## config.mk

```make
export PLATFORM = sky130hd
export DESIGN_NAME = bitrev_reorder
export DESIGN_NICKNAME = d
export VERILOG_FILES = /design/src/rtl/fft_pkg.sv /design/src/rtl/sdp_ram.sv /design/src/rtl/bitrev_reorder.sv
export SDC_FILE = /design/constraint.sdc
export NUM_CORES = 2
export LEC_CHECK = 0
export BUFFER_PORTS_ARGS = -buffer_cell sky130_fd_sc_hd__buf_4
export CORE_MARGIN = 2
export CORE_UTILIZATION = 45
export DETAILED_ROUTE_END_ITERATION = 8
export GPL_TIMING_DRIVEN = 0
export SETUP_SLACK_MARGIN = 0.02
export SLEW_MARGIN = 20
export SYNTH_ARGS = -nofsm -noshare
export SYNTH_HDL_FRONTEND = slang
export SYNTH_SLANG_ARGS = --single-unit
```

## constraint.sdc

```tcl
create_clock -name clk -period 3.3 [get_ports clk]
set_input_delay 0.66 -clock clk [delete_from_list [all_inputs] [get_ports clk]]
set_output_delay 0.66 -clock clk [all_outputs]
set_load 0.01 [all_outputs]
```

## src/rtl/fft_pkg.sv

```systemverilog
// Shared FFT definitions: default frame geometry, log2 and bit-reverse helpers,
// and the readout FSM state type used by the reorder buffer.
package fft_pkg;

  localparam int FFT_N_DEF     = 64;
  localparam int FFT_WIDTH_DEF = 8;
  localparam int BR_MAX_BITS   = 16;

  typedef enum logic {
    RD_IDLE = 1'b0,
    RD_READ = 1'b1
  } rd_state_t;

  // Ceiling log2 of a positive integer (exact for powers of two).
  function automatic int log2_int(input int n);
    int r;
    r = 0;
    for (int i = 0; i < 31; i++) begin
      if ((1 << i) < n) r = i + 1;
    end
    return r;
  endfunction

  // Reverse the low 'bits' bits of v; bits above 'bits' come back as zero.
  function automatic logic [BR_MAX_BITS-1:0] bitrev(input logic [BR_MAX_BITS-1:0] v,
                                                    input int bits);
    logic [BR_MAX_BITS-1:0] r;
    r = '0;
    for (int i = 0; i < BR_MAX_BITS; i++) begin
      if (i < bits) r[bits-1-i] = v[i];
    end
    return r;
  endfunction

endpackage

```

## src/rtl/sdp_ram.sv

```systemverilog
// Simple dual-port RAM: one synchronous write port, one registered read port.
// Contents are not reset; the caller tracks validity separately.
module sdp_ram #(
  parameter int DEPTH = 128,
  parameter int AW    = 7,
  parameter int DW    = 16
) (
  input  logic          i_clk,
  input  logic          i_wr_en,
  input  logic [AW-1:0] i_wr_addr,
  input  logic [DW-1:0] i_wr_data,
  input  logic          i_rd_en,
  input  logic [AW-1:0] i_rd_addr,
  output logic [DW-1:0] o_rd_data
);

  logic [DW-1:0] r_mem [DEPTH];
  logic [DW-1:0] r_rd_data;

  // Write port: store the sample when the writer presents one.
  always_ff @(posedge i_clk) begin
    if (i_wr_en) r_mem[i_wr_addr] <= i_wr_data;
  end

  // Read port: registered output, updated only on requested reads.
  always_ff @(posedge i_clk) begin
    if (i_rd_en) r_rd_data <= r_mem[i_rd_addr];
  end

  assign o_rd_data = r_rd_data;

endmodule

```

## src/rtl/bitrev_reorder.sv

```systemverilog
// Bit-reversed to natural order frame reorder using a two-bank ping-pong RAM.
// Samples are written at bit-reversed addresses and read back sequentially,
// so each frame leaves in natural order two cycles after its last sample.
module bitrev_reorder
  import fft_pkg::*;
#(
  parameter int N     = FFT_N_DEF,
  parameter int WIDTH = FFT_WIDTH_DEF
) (
  input  logic                    clk,
  input  logic                    rst,
  input  logic                    enable_in,
  input  logic signed [WIDTH-1:0] in_re,
  input  logic signed [WIDTH-1:0] in_im,
  output logic                    enable_out,
  output logic signed [WIDTH-1:0] out_re,
  output logic signed [WIDTH-1:0] out_im
);

  localparam int LOGN = log2_int(N);
  localparam int AW   = LOGN + 1;
  localparam int DW   = 2 * WIDTH;
  localparam logic [LOGN-1:0] LAST = LOGN'(N - 1);

  // Write side
  logic [LOGN-1:0]        r_wr_cnt;
  logic                   r_wr_bank;
  logic                   w_wr_last;
  logic [BR_MAX_BITS-1:0] w_wr_br;
  logic [AW-1:0]          w_wr_addr;

  // Bank bookkeeping
  logic [1:0]             r_full;
  logic [1:0]             w_full_nxt;

  // Read side
  rd_state_t              r_state;
  rd_state_t              w_state_nxt;
  logic [LOGN-1:0]        r_rd_cnt;
  logic                   r_rd_bank;
  logic                   w_rd_en;
  logic                   w_rd_last;
  logic [AW-1:0]          w_rd_addr;
  logic [DW-1:0]          w_rd_data;

  // Output pipeline
  logic                   r_vld_p1;
  logic                   r_out_vld_p2;
  logic signed [WIDTH-1:0] r_out_re_p2;
  logic signed [WIDTH-1:0] r_out_im_p2;

  assign w_wr_last = enable_in && (r_wr_cnt == LAST);
  assign w_wr_br   = bitrev(BR_MAX_BITS'(r_wr_cnt), LOGN);
  assign w_wr_addr = {r_wr_bank, w_wr_br[LOGN-1:0]};

  assign w_rd_en   = (r_state == RD_READ);
  assign w_rd_last = w_rd_en && (r_rd_cnt == LAST);
  assign w_rd_addr = {r_rd_bank, r_rd_cnt};

  sdp_ram #(
    .DEPTH (2 * N),
    .AW    (AW),
    .DW    (DW)
  ) u_ram (
    .i_clk     (clk),
    .i_wr_en   (enable_in),
    .i_wr_addr (w_wr_addr),
    .i_wr_data ({in_re, in_im}),
    .i_rd_en   (w_rd_en),
    .i_rd_addr (w_rd_addr),
    .o_rd_data (w_rd_data)
  );

  // Write counter advances per accepted sample; the bank flips after the last one.
  always_ff @(posedge clk or posedge rst) begin
    if (rst) begin
      r_wr_cnt  <= '0;
      r_wr_bank <= 1'b0;
    end else if (enable_in) begin
      r_wr_cnt <= r_wr_cnt + 1'b1;
      if (w_wr_last) r_wr_bank <= ~r_wr_bank;
    end
  end

  // Next full flags: readout of address N-1 frees a bank, a finished frame fills one.
  always_comb begin
    w_full_nxt = r_full;
    if (w_rd_last) w_full_nxt[r_rd_bank] = 1'b0;
    if (w_wr_last) w_full_nxt[r_wr_bank] = 1'b1;
  end

  // Full flag register.
  always_ff @(posedge clk or posedge rst) begin
    if (rst) r_full <= 2'b00;
    else     r_full <= w_full_nxt;
  end

  // Readout FSM next state: enter READ as soon as the pending bank is full,
  // chain straight into the other bank when it is already complete.
  always_comb begin
    w_state_nxt = r_state;
    case (r_state)
      RD_IDLE: if (w_full_nxt[r_rd_bank]) w_state_nxt = RD_READ;
      RD_READ: if (w_rd_last && !w_full_nxt[~r_rd_bank]) w_state_nxt = RD_IDLE;
      default: w_state_nxt = RD_IDLE;
    endcase
  end

  // Readout state, sequential read address and read bank.
  always_ff @(posedge clk or posedge rst) begin
    if (rst) begin
      r_state   <= RD_IDLE;
      r_rd_cnt  <= '0;
      r_rd_bank <= 1'b0;
    end else begin
      r_state <= w_state_nxt;
      if (w_rd_en)   r_rd_cnt  <= r_rd_cnt + 1'b1;
      if (w_rd_last) r_rd_bank <= ~r_rd_bank;
    end
  end

  // p1: RAM read in flight; p2: registered output, forced to zero when idle.
  always_ff @(posedge clk or posedge rst) begin
    if (rst) begin
      r_vld_p1     <= 1'b0;
      r_out_vld_p2 <= 1'b0;
      r_out_re_p2  <= '0;
      r_out_im_p2  <= '0;
    end else begin
      r_vld_p1     <= w_rd_en;
      r_out_vld_p2 <= r_vld_p1;
      if (r_vld_p1) begin
        r_out_re_p2 <= w_rd_data[DW-1:WIDTH];
        r_out_im_p2 <= w_rd_data[WIDTH-1:0];
      end else begin
        r_out_re_p2 <= '0;
        r_out_im_p2 <= '0;
      end
    end
  end

  assign enable_out = r_out_vld_p2;
  assign out_re     = r_out_re_p2;
  assign out_im     = r_out_im_p2;

endmodule

```

==> flow_results.org <==
** Status
- Status :: complete, but fails checks
- Violated checks :: negative setup slack

** Logic synthesis
- The synthesized design spends more area on one cell type than any other, namely sky130_fd_sc_hd__edfxtp_1.
- The synthesized netlist occupies a cell area of 81400 um2.
- Sequential-to-total area share from yosys stat :: 0.773
- In this run, distinct cell masters in the synthesized netlist total 70.
- Number of instances in the synthesized netlist :: 3911
- Dominant cells by area after synthesis :: sky130_fd_sc_hd__edfxtp_1, sky130_fd_sc_hd__mux4_2, sky130_fd_sc_hd__mux2i_1
- Post-Syn Nets :: 3932
- Share of flip-flops with an asynchronous set or reset :: 0.0167
- Number of enable flip-flop cells after synthesis :: approximately 2100
- Averaged over all synthesized cells, the footprint is 20.8 um2.
- The synthesized design contains about 2100 register bits.
- Share of the synthesized area in the top cell type :: 0.762
- Main flop type after synthesis :: sky130_fd_sc_hd__edfxtp_1
- Yosys printed 0 warnings.

** Worst hold path
- For hold timing, the worst endpoint is u_ram.r_mem[45][10].
- Number of stages on the worst hold path :: 1
- Hold WC Path Type :: in -> reg
- The startpoint identified for the worst hold timing path is in_re[2].

** Timing
- The final number of hold-violating endpoints came to 0.
- Final hold analysis gives a worst-case slack of 0.177 ns.
- Setup skew after layout :: 0.0590 ns
- Setup repair after global routing missed its margin :: true
- For the pin with the worst max-slew slack, the measured transition is between 1 and 1.5 ns.
- In the finished design, the share of the clock period the worst path needs comes to 1.04.
- For the finished layout, the period the worst path requires is 3.43 ns.
- Pins Over Slew Limit :: 0
- In this run the tightest slew margin relative to its limit is 0.209.
- Highest clock frequency the design can meet :: 291 MHz
- Worst Slack Setup Final :: -0.132 ns
- Setup violations remaining at the end of the flow were counted as 84.

** Route
- Detailed-route via count :: ~45000
- In the detailed route, the total length drawn on met2 is between 100 and 150 mm.
- Drt pass-1 iters :: 5
- In the final routed layout, each cell accounts on average for 43.6 um.
- The first routing iteration left 7803 violations.
- The count of nets left with antenna violations once routing finished came out at 0.
- Using the TritonRoute via totals, the vias-per-cell ratio works out to between 6 and 7.
- After detailed routing, the number of remaining DRC violations is 0.
- The highest metal layer carrying signal wires in the routed design is met5.
- Wire length on met3 :: ~38 mm
- Met1 wire length :: 116 mm
- Summed over all layers, the routed wires come to 299 mm.

** CTS
- Clock latency on the worst-skew pair :: 0.88 ns
- TritonCTS built the clock tree.
- No sink is reached through more buffers than the 3 on the longest clock path.
- CTS clock-pin slew for the worst setup and hold paths :: around 0.060 ns
- The H-tree was split into 4 levels.
- TritonCTS created 210 clock buffers.
- CTS root buffer :: sky130_fd_sc_hd__clkbuf_16
- CTS saw 2099 sinks.

** Power
- In this run the static leakage power is 29.1 nW.
- PD cells :: 577 nW/um2
- Across the VDD grid, the largest voltage drop is 0.519 mV.

** Setup path
- Type of the worst setup path :: reg -> reg
- In this run the worst path has a maximum fanout of 10.
- For the worst setup path, the data arrival time is 3.99 ns.
- Register-to-register setup slack :: -0.13 ns
- Reg-to-Reg Start :: r_rd_cnt[2]
- In this run the critical register-to-register path is captured at u_ram.o_rd_data[14].
- Critical path launch point type :: register
- For the worst flop-to-flop path, the logic depth is 9.
- Data required time at the worst endpoint :: 3.86 ns
- Buffers and inverters on the worst path :: 4
- In this design, the largest share of critical-path delay is due to buffers and inverters.
- Worst path slowest cell :: sky130_fd_sc_hd__mux4_2
- The signal on the critical path passes through buf_4 > buf_6 > buf_4 > buf_6 > mux4_2 > mux2i_4 > o22ai_1 > nor4_4 > a22oi_2.
- STA classifies the critical path endpoint as a register.
- For this run, the slowest stage of the critical path takes a little under 0.4 ns.

** Final layout
- In the final design database the tool counted approximately 4300 nets.
- The multi-input combinational cells in the finished layout cover a total of 19100 um2.
- Post-route cell area :: 96900 um2
- Once layout is complete, the utilization of the core stands at 0.538.
- Non-filler instance count after layout :: between 6000 and 7000
- Summing all flip-flop and latch instances after layout gives around 63000 um2.
- Layout overhead on the synthesized area :: 19.1%
- Fill cell count :: 13700
- Of the cells placed in the final design, the portion with a size suffix greater than 1 is 0.311.

** Global route
- Global routing finished with a remaining overflow of 0.
- First-pass GRT wire length :: 392 mm
- Tot GR Track Use :: 0.323
- The number of antenna violations at the first check in global routing came to 20.
- Maximum number of pins on one net before global-route repair :: 129
- The via count of the first global-routing pass was between 40000 and 50000.

** Place
- Final HPWL from detailed placement :: 195 mm
- Buffers placed on the I/O ports in this run total 35.
- Once placement completed, the tool counted placed cells totaling around 6400.
- Last weighted congestion value of the routability-driven placer :: between 1 and 1.5
- Placement Setup Slack :: -2.01 ns
- Cell area reported after detailed placement :: 87000 um2

** Die
- Placeable Area :: 180000 um2
- The die is ~430 um tall.
- 36 I/O pins were placed.
- For this configuration, the core starts out at a cell density of 0.452.
- Floorplan row count :: 156
- The die is between 400 and 500 um wide.
- Die footprint :: roughly 180000 um2

** Job
- Max cap viols :: 0
## flip-flops by register name, summed over array words and instances (netlist names)
name and cells:
r_vld_p1 1, out_re 8, r_state 1, enable_out 1, r_rd_cnt 6, u_ram.r_mem 2048, r_rd_bank 1, u_ram.o_rd_data 16
out_im 8, r_wr_bank 1, r_wr_cnt 6, r_full 2
## metrics by stage
| step | total power [W] | setup TNS [ns] |
|---|---|---|
| final | 0.0560 | -3.43 |
| after global routing | 0.0571 | -1.12 |
| after CTS | 0.0559 | -0.0309 |
| after detailed placement | 0.0329 | -281.81 |
| after global placement | 0.0325 | -2001.37 |
| after floorplan | 0.0312 | 0 |
## how the worst max path moves through the flow
| stage | startpoint | to | depth (start not counted) |
|---|---|---|---|
| floorplan | enable_in | u_ram.r_mem[73][0] | 3 |
| global placement | r_rd_cnt[2] | u_ram.o_rd_data[3] | 8 |
| detailed placement | r_rd_cnt[2] | u_ram.o_rd_data[0] | 9 |
| CTS | r_rd_cnt[0] | u_ram.o_rd_data[0] | 9 |
| global route | r_wr_bank | u_ram.r_mem[82][12] | 6 |
| finish | r_rd_cnt[2] | u_ram.o_rd_data[14] | 9 |
## placed cells by master, fill, tap and decap left out, types with 39 or more instances in the layout
cell type,n
sky130_fd_sc_hd__buf_8,55
sky130_fd_sc_hd__nor2_4,99
sky130_fd_sc_hd__mux4_2,349
sky130_fd_sc_hd__mux2i_1,338
sky130_fd_sc_hd__clkbuf_16,212
sky130_fd_sc_hd__buf_4,85
sky130_fd_sc_hd__mux2_2,56
sky130_fd_sc_hd__clkbuf_1,77
sky130_fd_sc_hd__a22oi_1,73
sky130_fd_sc_hd__nand2_1,93
sky130_fd_sc_hd__buf_6,82
sky130_fd_sc_hd__buf_12,71
sky130_fd_sc_hd__clkinv_1,54
sky130_fd_sc_hd__a21oi_1,43
sky130_fd_sc_hd__edfxtp_1,2064
sky130_fd_sc_hd__clkinv_2,39
## where the power goes
group	internal [W]	switching, W	leakage (nW)	total (W)
Sequential	0.0298	0.000142	19.0	0.0299
Combinational	0.000532	0.00210	6.88	0.00263
Clock	0.0130	0.0104	3.24	0.0234
Total	0.0433	0.0127	29.1	0.0560
## Yosys cell counts (all sizes together), types with 3 or more instances
| cell type | count |
|---|---|
| a22o | 8 |
| a31oi | 16 |
| o31ai | 3 |
| nor3 | 15 |
| a311oi | 3 |
| nor2 | 171 |
| nand3b | 4 |
| a211oi | 25 |
| and3 | 7 |
| nand3 | 34 |
| o221ai | 19 |
| xor2 | 3 |
| nor4 | 11 |
| nand2 | 98 |
| dfrtp | 35 |
| o22ai | 41 |
| o22a | 6 |
| nor2b | 33 |
| nand2b | 9 |
| buf | 155 |
| clkbuf | 69 |
| a22oi | 80 |
| o21ai | 22 |
| a221oi | 24 |
| edfxtp | 2064 |
| a32oi | 17 |
| a21oi | 46 |
| and2 | 20 |
| mux2 | 56 |
| xnor2 | 9 |
| o32a | 5 |
| mux2i | 369 |
| a211o | 4 |
| a31o | 14 |
| a2111oi | 19 |
| o211ai | 9 |
| nand4 | 5 |
| a32o | 3 |
| or2 | 3 |
| inv | 4 |
| a221o | 3 |
| mux4 | 349 |
## worst register-to-register path: stages (launching register included)
cell and delay (ns):
sky130_fd_sc_hd__dfrtp_1 0.32, sky130_fd_sc_hd__buf_4 0.24, sky130_fd_sc_hd__buf_6 0.29, sky130_fd_sc_hd__buf_4 0.34, sky130_fd_sc_hd__buf_6 0.36, sky130_fd_sc_hd__mux4_2 0.42
sky130_fd_sc_hd__mux2i_4 0.32, sky130_fd_sc_hd__o22ai_1 0.20, sky130_fd_sc_hd__nor4_4 0.39, sky130_fd_sc_hd__a22oi_2 0.23
## per-layer routing
metal | up-vias | global-route usage
li1 | 17100 | -
met1 | 24100 | 0.447
met2 | 3062 | 0.462
met3 | 515 | 0.111
met4 | 10 | 0.147
met5 | - | 0
## cell type report
type | count | area share
antenna | 4 | 0.000103
tap | 2370 | 0.0306
clock inverter | 123 | 0.0123
timing repair buffer | 195 | 0.0277
inverter | 6 | 0.000271
multi-input combinational | 1582 | 0.197
sequential | 2099 | 0.649
clock buffer | 262 | 0.0565
buffer | 221 | 0.0271
## logic make-up (layout without fill, tap and decap cells)
group                    after synthesis  in the layout  synth area share
flip-flops                          2099           2099             0.773
multiplexers                         774            774             0.150
AND/OR/NAND/NOR                      419            419            0.0237
AO/OA/AOI/OAI                        375            375            0.0338
buffers and inverters                230            807            0.0185
XOR/XNOR                              12             12           0.00129
adder cells (fa/ha/maj)                2              2          0.000308
other                                  0              4                 0
## timing repair
| action | CTS | global route |
|---|---|---|
| gates resized for setup | 508 | 60 |
| pin swaps | 38 | 23 |
| hold buffers | 1 | 0 |
| setup buffers | 26 | 24 |
| endpoints found under the setup margin | 769 | 333 |
| endpoints found under the hold margin | 13 | 0 |
(Power assumes the default switching activity.)
